$ cat config.mk
export PLATFORM = sky130hd
export DESIGN_NAME = spi_register_controller
export DESIGN_NICKNAME = d
export VERILOG_FILES = /design/src/rtl/spi_ctrl_pkg.sv /design/src/rtl/spi_read_timer.sv /design/src/rtl/spi_register_controller.sv
export SDC_FILE = /design/constraint.sdc
export NUM_CORES = 1
export LEC_CHECK = 0
export BUFFER_PORTS_ARGS = -buffer_cell sky130_fd_sc_hd__buf_2
export CAP_MARGIN = 0
export CORE_ASPECT_RATIO = 0.6
export CORE_MARGIN = 3
export CORE_UTILIZATION = 50
export CTS_CLUSTER_SIZE = 16
export DETAILED_ROUTE_END_ITERATION = 6
export PLACE_DENSITY = 0.8
export SETUP_SLACK_MARGIN = 0.15
export SLEW_MARGIN = 10
export SYNTH_ARGS = -nofsm -noshare
export SYNTH_HDL_FRONTEND = slang
export SYNTH_HIERARCHICAL = 1
export SYNTH_SLANG_ARGS = --single-unit
$ cat constraint.sdc
create_clock -name clk -period 3.7 [get_ports clk]
set_clock_uncertainty 0.2 [all_clocks]
set_input_delay 0.37 -clock clk [delete_from_list [all_inputs] [get_ports clk]]
set_output_delay 0.37 -clock clk [all_outputs]
set_load 0.03 [all_outputs]
$ cat src/rtl/spi_ctrl_pkg.sv
// Shared definitions for the SPI register controller: state encoding, command
// fields and status byte layout.
package spi_ctrl_pkg;

    typedef enum logic [2:0] {
        ST_IDLE      = 3'd0,
        ST_WRITE     = 3'd1,
        ST_READ_REQ  = 3'd2,
        ST_READ_WAIT = 3'd3,
        ST_READ_HOLD = 3'd4
    } state_t;

    localparam int         CMD_READ_BIT     = 7;
    localparam logic [6:0] ERROR_CLEAR_ADDR = 7'h7F;
    localparam int         STATUS_ERROR_BIT = 7;
    localparam int         STATUS_BUSY_BIT  = 0;

    function automatic logic [7:0] status_byte(input logic err, input logic busy);
        logic [7:0] s;
        s = 8'h00;
        s[STATUS_ERROR_BIT] = err;
        s[STATUS_BUSY_BIT]  = busy;
        return s;
    endfunction

endpackage

$ cat src/rtl/spi_read_timer.sv
// Read-response timer: cleared by load, counts while enabled, saturates and
// flags expiry once READ_TIMEOUT cycles have elapsed.
module spi_read_timer
    import spi_ctrl_pkg::*;
#(
    parameter int READ_TIMEOUT = 16
) (
    input  logic clk,
    input  logic reset,
    input  logic load,
    input  logic enable,
    output logic expired
);

    localparam int            CW    = $clog2(READ_TIMEOUT + 1);
    localparam logic [CW-1:0] LIMIT = CW'(READ_TIMEOUT);

    logic [CW-1:0] count;

    always_ff @(posedge clk) begin
        if (reset || load) begin
            count <= '0;
        end else if (enable && count != LIMIT) begin
            count <= count + 1'b1;
        end
    end

    assign expired = (count == LIMIT);

endmodule

$ cat src/rtl/spi_register_controller.sv
// Byte-level command sequencer from the SPI device byte stream to an 8-bit
// register bus. Optional status byte on IDLE entry: SPI_REGISTER_CONTROLLER_STATUS_EN.
module spi_register_controller
    import spi_ctrl_pkg::*;
#(
    parameter int         READ_TIMEOUT = 16,
    parameter logic [7:0] FILL_BYTE    = 8'hFF
) (
    input  logic       clk,
    input  logic       reset,
    input  logic       frame_active,
    input  logic [7:0] rx_data,
    input  logic       rx_strobe,
    output logic [7:0] tx_data,
    output logic       tx_strobe,
    output logic [6:0] reg_addr,
    output logic [7:0] reg_wr_data,
    output logic       reg_wr_strobe,
    output logic       reg_rd_strobe,
    input  logic [7:0] reg_rd_data,
    input  logic       reg_rd_valid,
    output logic       error
);

    state_t state;
    logic   wr_pulse;
    logic   rd_pulse;
    logic   timer_expired;
`ifdef SPI_REGISTER_CONTROLLER_STATUS_EN
    logic   status_pending;
    logic   busy;
`endif

    spi_read_timer #(.READ_TIMEOUT(READ_TIMEOUT)) u_timer (
        .clk     (clk),
        .reset   (reset),
        .load    (state == ST_READ_REQ),
        .enable  (state == ST_READ_WAIT),
        .expired (timer_expired)
    );

    // Register strobes are masked in the reset cycle itself, not one cycle later.
    assign reg_wr_strobe = wr_pulse & ~reset;
    assign reg_rd_strobe = rd_pulse & ~reset;

    always_ff @(posedge clk) begin
        if (reset) begin
            state       <= ST_IDLE;
            reg_addr    <= '0;
            reg_wr_data <= '0;
            wr_pulse    <= 1'b0;
            rd_pulse    <= 1'b0;
            tx_data     <= '0;
            tx_strobe   <= 1'b0;
            error       <= 1'b0;
`ifdef SPI_REGISTER_CONTROLLER_STATUS_EN
            status_pending <= 1'b1;
            busy           <= 1'b0;
`endif
        end else begin
            wr_pulse  <= 1'b0;
            rd_pulse  <= 1'b0;
            tx_strobe <= 1'b0;
            if (wr_pulse) begin
                reg_addr <= reg_addr + 7'd1;
            end
            // A write byte arriving as the frame closes still completes.
            if (state == ST_WRITE && rx_strobe) begin
                reg_wr_data <= rx_data;
                wr_pulse    <= 1'b1;
                if (reg_addr == ERROR_CLEAR_ADDR) begin
                    error <= 1'b0;
                end
            end
`ifdef SPI_REGISTER_CONTROLLER_STATUS_EN
            if (state == ST_IDLE && status_pending) begin
                tx_strobe      <= 1'b1;
                tx_data        <= status_byte(error, busy);
                status_pending <= 1'b0;
            end
`endif
            if (!frame_active) begin
                state <= ST_IDLE;
`ifdef SPI_REGISTER_CONTROLLER_STATUS_EN
                if (state != ST_IDLE) begin
                    status_pending <= 1'b1;
                    busy           <= (state == ST_READ_WAIT);
                end
`endif
            end else begin
                case (state)
                    ST_IDLE: begin
                        if (rx_strobe) begin
                            reg_addr <= rx_data[6:0];
                            state    <= rx_data[CMD_READ_BIT] ? ST_READ_REQ : ST_WRITE;
                        end
                    end
                    ST_WRITE: begin
                    end
                    ST_READ_REQ: begin
                        rd_pulse <= 1'b1;
                        state    <= ST_READ_WAIT;
                        if (rx_strobe) begin
                            reg_addr <= reg_addr + 7'd1;
                            error    <= 1'b1;
                        end
                    end
                    ST_READ_WAIT: begin
                        // Host outran the register bus: consume the byte, flag it.
                        if (rx_strobe) begin
                            reg_addr <= reg_addr + 7'd1;
                            error    <= 1'b1;
                        end
                        if (reg_rd_valid) begin
                            tx_data   <= reg_rd_data;
                            tx_strobe <= 1'b1;
                            state     <= ST_READ_HOLD;
                        end else if (timer_expired) begin
                            tx_data   <= FILL_BYTE;
                            tx_strobe <= 1'b1;
                            error     <= 1'b1;
                            state     <= ST_READ_HOLD;
                        end
                    end
                    ST_READ_HOLD: begin
                        if (rx_strobe) begin
                            reg_addr <= reg_addr + 7'd1;
                            state    <= ST_READ_REQ;
                        end
                    end
                    default: state <= ST_IDLE;
                endcase
            end
        end
    end

endmodule

## Yosys cells after proc, flatten, opt, wreduce, memory -nomap -nowiden

Index checks and enable logic that the tools add are counted.

- Bitwise operators: 6
- Eq/ne operators: 10
- $add $sub $neg: 2
- Muxes and demuxes: 24
- Reduce and logical (&&, ||, !) cells: 10

Operators with widths:

| kind | count |
|---|---|
| $mux 7 | 4 |
| $mux 8 | 2 |
| $pmux 3 s5 | 1 |
| $pmux 7 s2 | 1 |
| $mux 3 | 4 |
| $mux 1 | 10 |
| $add 7x1->7 const B | 1 |
| $eq 7x7->1 const B | 1 |
| $eq 3x2->1 const B | 2 |
| $reduce_or 3->1 | 2 |
| $add 5x1->5 const B | 1 |
| $eq 5x5->1 const B | 1 |
| $ne 5x5->1 const B | 1 |
| $ne 2x2->1 const B | 2 |
| $not 1->1 | 4 |
| $reduce_and 4->1 | 1 |
| $eq 3x1->1 const B | 1 |
| $eq 3x3->1 const B | 1 |
| $logic_not 3->1 | 1 |
| $ne 3x3->1 const B | 1 |
| $reduce_and 3->1 | 1 |
| $and 1x1->1 | 2 |
| $logic_and 1x1->1 | 2 |
| $mux 2 | 1 |
| other kinds (4) | 4 |

- Bits in registers: 35
- Bits of input ports: 21
- Logic and storage cells: 61
- Output and inout bits: 27

## Longest topological paths before layout

- Depth after elaboration: 8
- Depth in mapped cells: 8
- Mapped depth without buffers: 8

## Hierarchy

The synthesis kept the hierarchy.

By module, submodules not included:

| module | sequential area each (um^2) | times used | cells each | area an instance (um^2) |
|---|---|---|---|---|
| spi_register_controller | 600.6 | 1 | 190 | 1536.5 |
| spi_read_timer | 100.1 | 1 | 29 | 281.5 |

## Worst setup path before layout

OpenSTA, ideal clock, no wires.

- Path kind: flip-flop to flip-flop
- From: register reg_addr[0]
- To: register reg_addr[6]
- Slack: 1801 ps
- Arrival: 1581 ps
- Buffers on the path: 0
- Required time: 3383 ps
- Clock period less this slack: 1899 ps
- Stages on the path, launching flop included: 6
- Cells stage by stage: dfxtp_1 ha_1 and4_1 and4_1 o21ai_0 a32o_1

- Longest elaborated chain between the ends: 5
- Elaborated cells on any way between the ends: 6

Ends and longest elaborated chain:

| item | RTL line | RTL |
|---|---|---|
| from (decl) | spi_register_controller.sv:16 | `output logic [6:0] reg_addr,` |
| from (signal assigned) | spi_register_controller.sv:65 | `reg_addr <= reg_addr + 7'd1;` |
| from (signal assigned) | spi_register_controller.sv:94 | `reg_addr <= rx_data[6:0];` |
| from (signal assigned) | spi_register_controller.sv:104 | `reg_addr <= reg_addr + 7'd1;` |
| $add 7x1->7 (*) | - |  |
| $mux 7 | spi_register_controller.sv:64 | `if (wr_pulse) begin` |
| $mux 7, on equally long branches | - |  |
| $pmux 7 s2 | spi_register_controller.sv:91 | `case (state)` |
| $mux 7 (*) | spi_register_controller.sv:82 | `if (!frame_active) begin` |

Every way passes the cells marked *; elsewhere a longest branch is shown, timed or not.
A chain may end at the register's enable or synchronous reset.

## Final worst setup path

- From: register u_timer.count[1]
- To: register tx_data[6]

- Longest elaborated chain between the ends: 3

Ends and longest elaborated chain:

| item | RTL line | RTL |
|---|---|---|
| from (decl) | spi_read_timer.sv:18 | `logic [CW-1:0] count;` |
| from (signal assigned) | spi_read_timer.sv:24 | `count <= count + 1'b1;` |
| $eq 5x5->1 | spi_read_timer.sv:28 | `assign expired = (count == LIMIT);` |
| net timer_expired | spi_register_controller.sv:28 | `logic timer_expired;` |
| $reduce_bool 2->1 (no line) | - |  |
| $reduce_and 3->1 (no line) | - |  |
| to (signal assigned) | spi_register_controller.sv:115 | `tx_data <= reg_rd_data;` |
| to (decl) | spi_register_controller.sv:14 | `output logic [7:0] tx_data,` |

The timed path passes the listed nets, and every way through them passes these cells.

==> run_results.csv <==
group,metric,value,unit
worst_setup_path,cp-start-kind,"register",
floorplanning,die_h,52.71,um
floorplanning,core,3363,sq um
synth,netlist_area,1818,sq um
flow_run,cap_violations,0,
clock_network,ctsHtreeMaxLevel,2,
place,gp_congestion,0.8542,
routing,vias_per_cell,5.660,
outcome,status,"complete, no violations",
synth,synth_ff_type,"dfxtp_1",
global_routing,antenna_found_initial,0,
clock_network,hold_buffers,0,
clock_network,postCtsSetupBuffers,0,
power,pwr-share-seq,0.497,
global_routing,grt_pass1_vias,1599,
timing,fin_crit_sh,0.5681,
synth,synth.yosys.warnings,6,
clock_network,cts_tree,"yes",
timing,worst_pin_slew,587.3,ps
power,ir_worst_vdd,0.1989,mV
cells_and_area,layout_commonest_cell,"buf_2",
clock_network,cts.clk_slew.worst_paths,70,ps
synth,synth_cell_types,49,
clock_network,numCtsBuffers,5,
timing,rsz0062_at_grt,"no",
clock_network,clock_sinks,35,
routing,wl,4.392,mm
place,place_hpwl,3.155,mm
global_routing,grt_max_degree,32,
clock_network,clock_latency,290,ps
cells_and_area,syn2layout_area_growth,17.89,%
timing,drv_slew,0,
clock_network,clk_path_buf_depth,2,
floorplanning,start_util,0.5406,
routing,met1_length,2.133,mm
floorplanning,die-area,4419,sq um
synth,syn_nets,243,
global_routing,grt_overflow,0,
cells_and_area,finalNetCount,284,
worst_setup_path,arrival,2120,ps
routing,drcViolationCount,0,
routing,post_drt_wl_per_cell,14.35,um
timing,final-setup-viol-count,0,
power,power.share.combinational,0.120,
worst_setup_path,critPathRequiredTime,3710,ps
global_routing,grt_pass1_wl,7.231,mm
power,pwr-share-clk,0.383,
timing,hold_viol,0,
cells_and_area,antenna_cells,0,
power,p_int,0.0005914,W
worst_setup_path,crit_fanout,13,
synth,syn_inst,219,
synth,avgSynthCellArea,8.301,sq um
synth,synth-edff-count,0,
floorplanning,dieWidth,83.85,um
synth,yosysSeqAreaShare,0.3854,
floorplanning,boundaryPins,48,
routing,wl_met3,307,um
power,p_sw,0.0002157,W
routing,top_layer_used,"met4",
floorplanning,rows,16,
clock_network,cts_resized,0,
worst_setup_path,end_kind,"register",
timing,slew_headroom,0.6084,
synth,async_reset_ff_frac,0,
timing,fmax,475.7,MHz
synth,ys_seq_elements,35,
hold_path,hold_class,"in2reg",
power,power_switching_share,0.2673,
routing,drt_iter0_drc,103,
routing,dr.pass1.iters,4,
power,power_density,376.6,nW/um^2
cells_and_area,drive_above_1_share,0.2605,
worst_setup_path,critPathKind,"reg2reg",
routing,wl_met2,1.916,mm
timing,fin_crit,2102,ps
power,p_leak,0.8518,nW
timing,tns,0,ps
global_routing,track_usage,0.2078,
routing,detail-route-antenna-nets,0,
clock_network,root_buffer,"clkbuf_8",
routing,vias,1732,
cells_and_area,final_cell_mix,"47 x buf_2, 35 x dfxtp_1, 25 x nand2_1",
place,portBuffers,47,
timing,hold_slack,130.3,ps
==> power groups by stage <==
stage	sequential, W	clock (W)	combinational, W
final	0.000401	0.000309	0.0000972
after global routing	0.000403	0.000331	0.000107
after CTS	0.000400	0.000316	0.0000967
after detailed placement	0.000409	0	0.0000957
after global placement	0.000409	0	0.0000950
after floorplan	0.000419	0	0.0000552
==> cell usage after synthesis (all sizes together), types with 5 or more instances <==
cell | count | area share
nand2 | 26 | 0.058
nand4 | 6 | 0.021
xnor2 | 5 | 0.024
inv | 9 | 0.019
a21oi | 23 | 0.063
nand2b | 5 | 0.017
nor3 | 9 | 0.028
buf | 8 | 0.030
o211ai | 5 | 0.021
nor2 | 11 | 0.023
xor2 | 5 | 0.024
o21ai | 23 | 0.065
clkbuf | 6 | 0.012
dfxtp | 35 | 0.39
==> routing by layer <==
layer,track usage,vias up
met5,0,-
met4,0.05615,0
met3,0.06122,5
met2,0.3298,58
met1,0.2775,799
li1,-,870
==> per-stage QoR <==
step | total power, W | worst slack, ps | std cells | instance area, sq um | utilization
after floorplan | 0.0004740 | 1801 | 219 | 1818 | -
after global placement | 0.0005041 | 1735 | 298 | 2039 | 0.6064
after detailed placement | 0.0005049 | 1646 | 298 | 2039 | 0.6064
after CTS | 0.0008127 | 1610 | 306 | 2143 | 0.6373
after global routing | 0.0008412 | 1341 | 306 | 2143 | 0.6373
final | 0.0008072 | 1598 | 306 | 2143 | 0.6373
==> state kept, by name, summed over array words and instances (netlist names) <==
name,count
error,1
rd_pulse,1
reg_addr,7
reg_wr_data,8
state,3
tx_data,8
tx_strobe,1
u_timer/count,5
wr_pulse,1
==> final cells by class <==
cell class	instances	area (sq um)
tap	45	56.30
timing repair buffer	48	242.7
fill	308	1220
inverter	9	33.78
clock inverter	1	7.507
multi-input combinational	161	1006
clock buffer	7	96.34
sequential	35	700.7
==> worst paths after layout <==
path	from	slack, ps	to	cells past startpoint
worst max-delay path	u_timer/count[1]	1600	tx_data[6]	9
worst max register to register	u_timer/count[1]	1600	tx_data[6]	9
worst min register to register	reg_wr_data[6]	250	reg_wr_data[6]	2
worst min-delay path	rx_data[3]	130	reg_wr_data[3]	3
==> kinds of logic after synthesis <==
| group | count (synthesis) | synth area share |
|---|---|---|
| buf+inv | 23 | 0.06125 |
| xor+xnor | 10 | 0.04817 |
| compound gates | 73 | 0.2540 |
| simple gates | 75 | 0.2306 |
| fa+ha+maj | 3 | 0.02065 |
| flops | 35 | 0.3854 |
==> worst max-delay path, stage by stage (launching register included) <==
cell and delay [ps]:
dfxtp_1 360, inv_1 80, ha_1 190, nand4bb_4 150
inv_2 110, o21ai_0 80, buf_4 200, nor2_1 310
o21ai_0 170, a21oi_1 180
No activity file was read; power rests on OpenSTA's default activity.
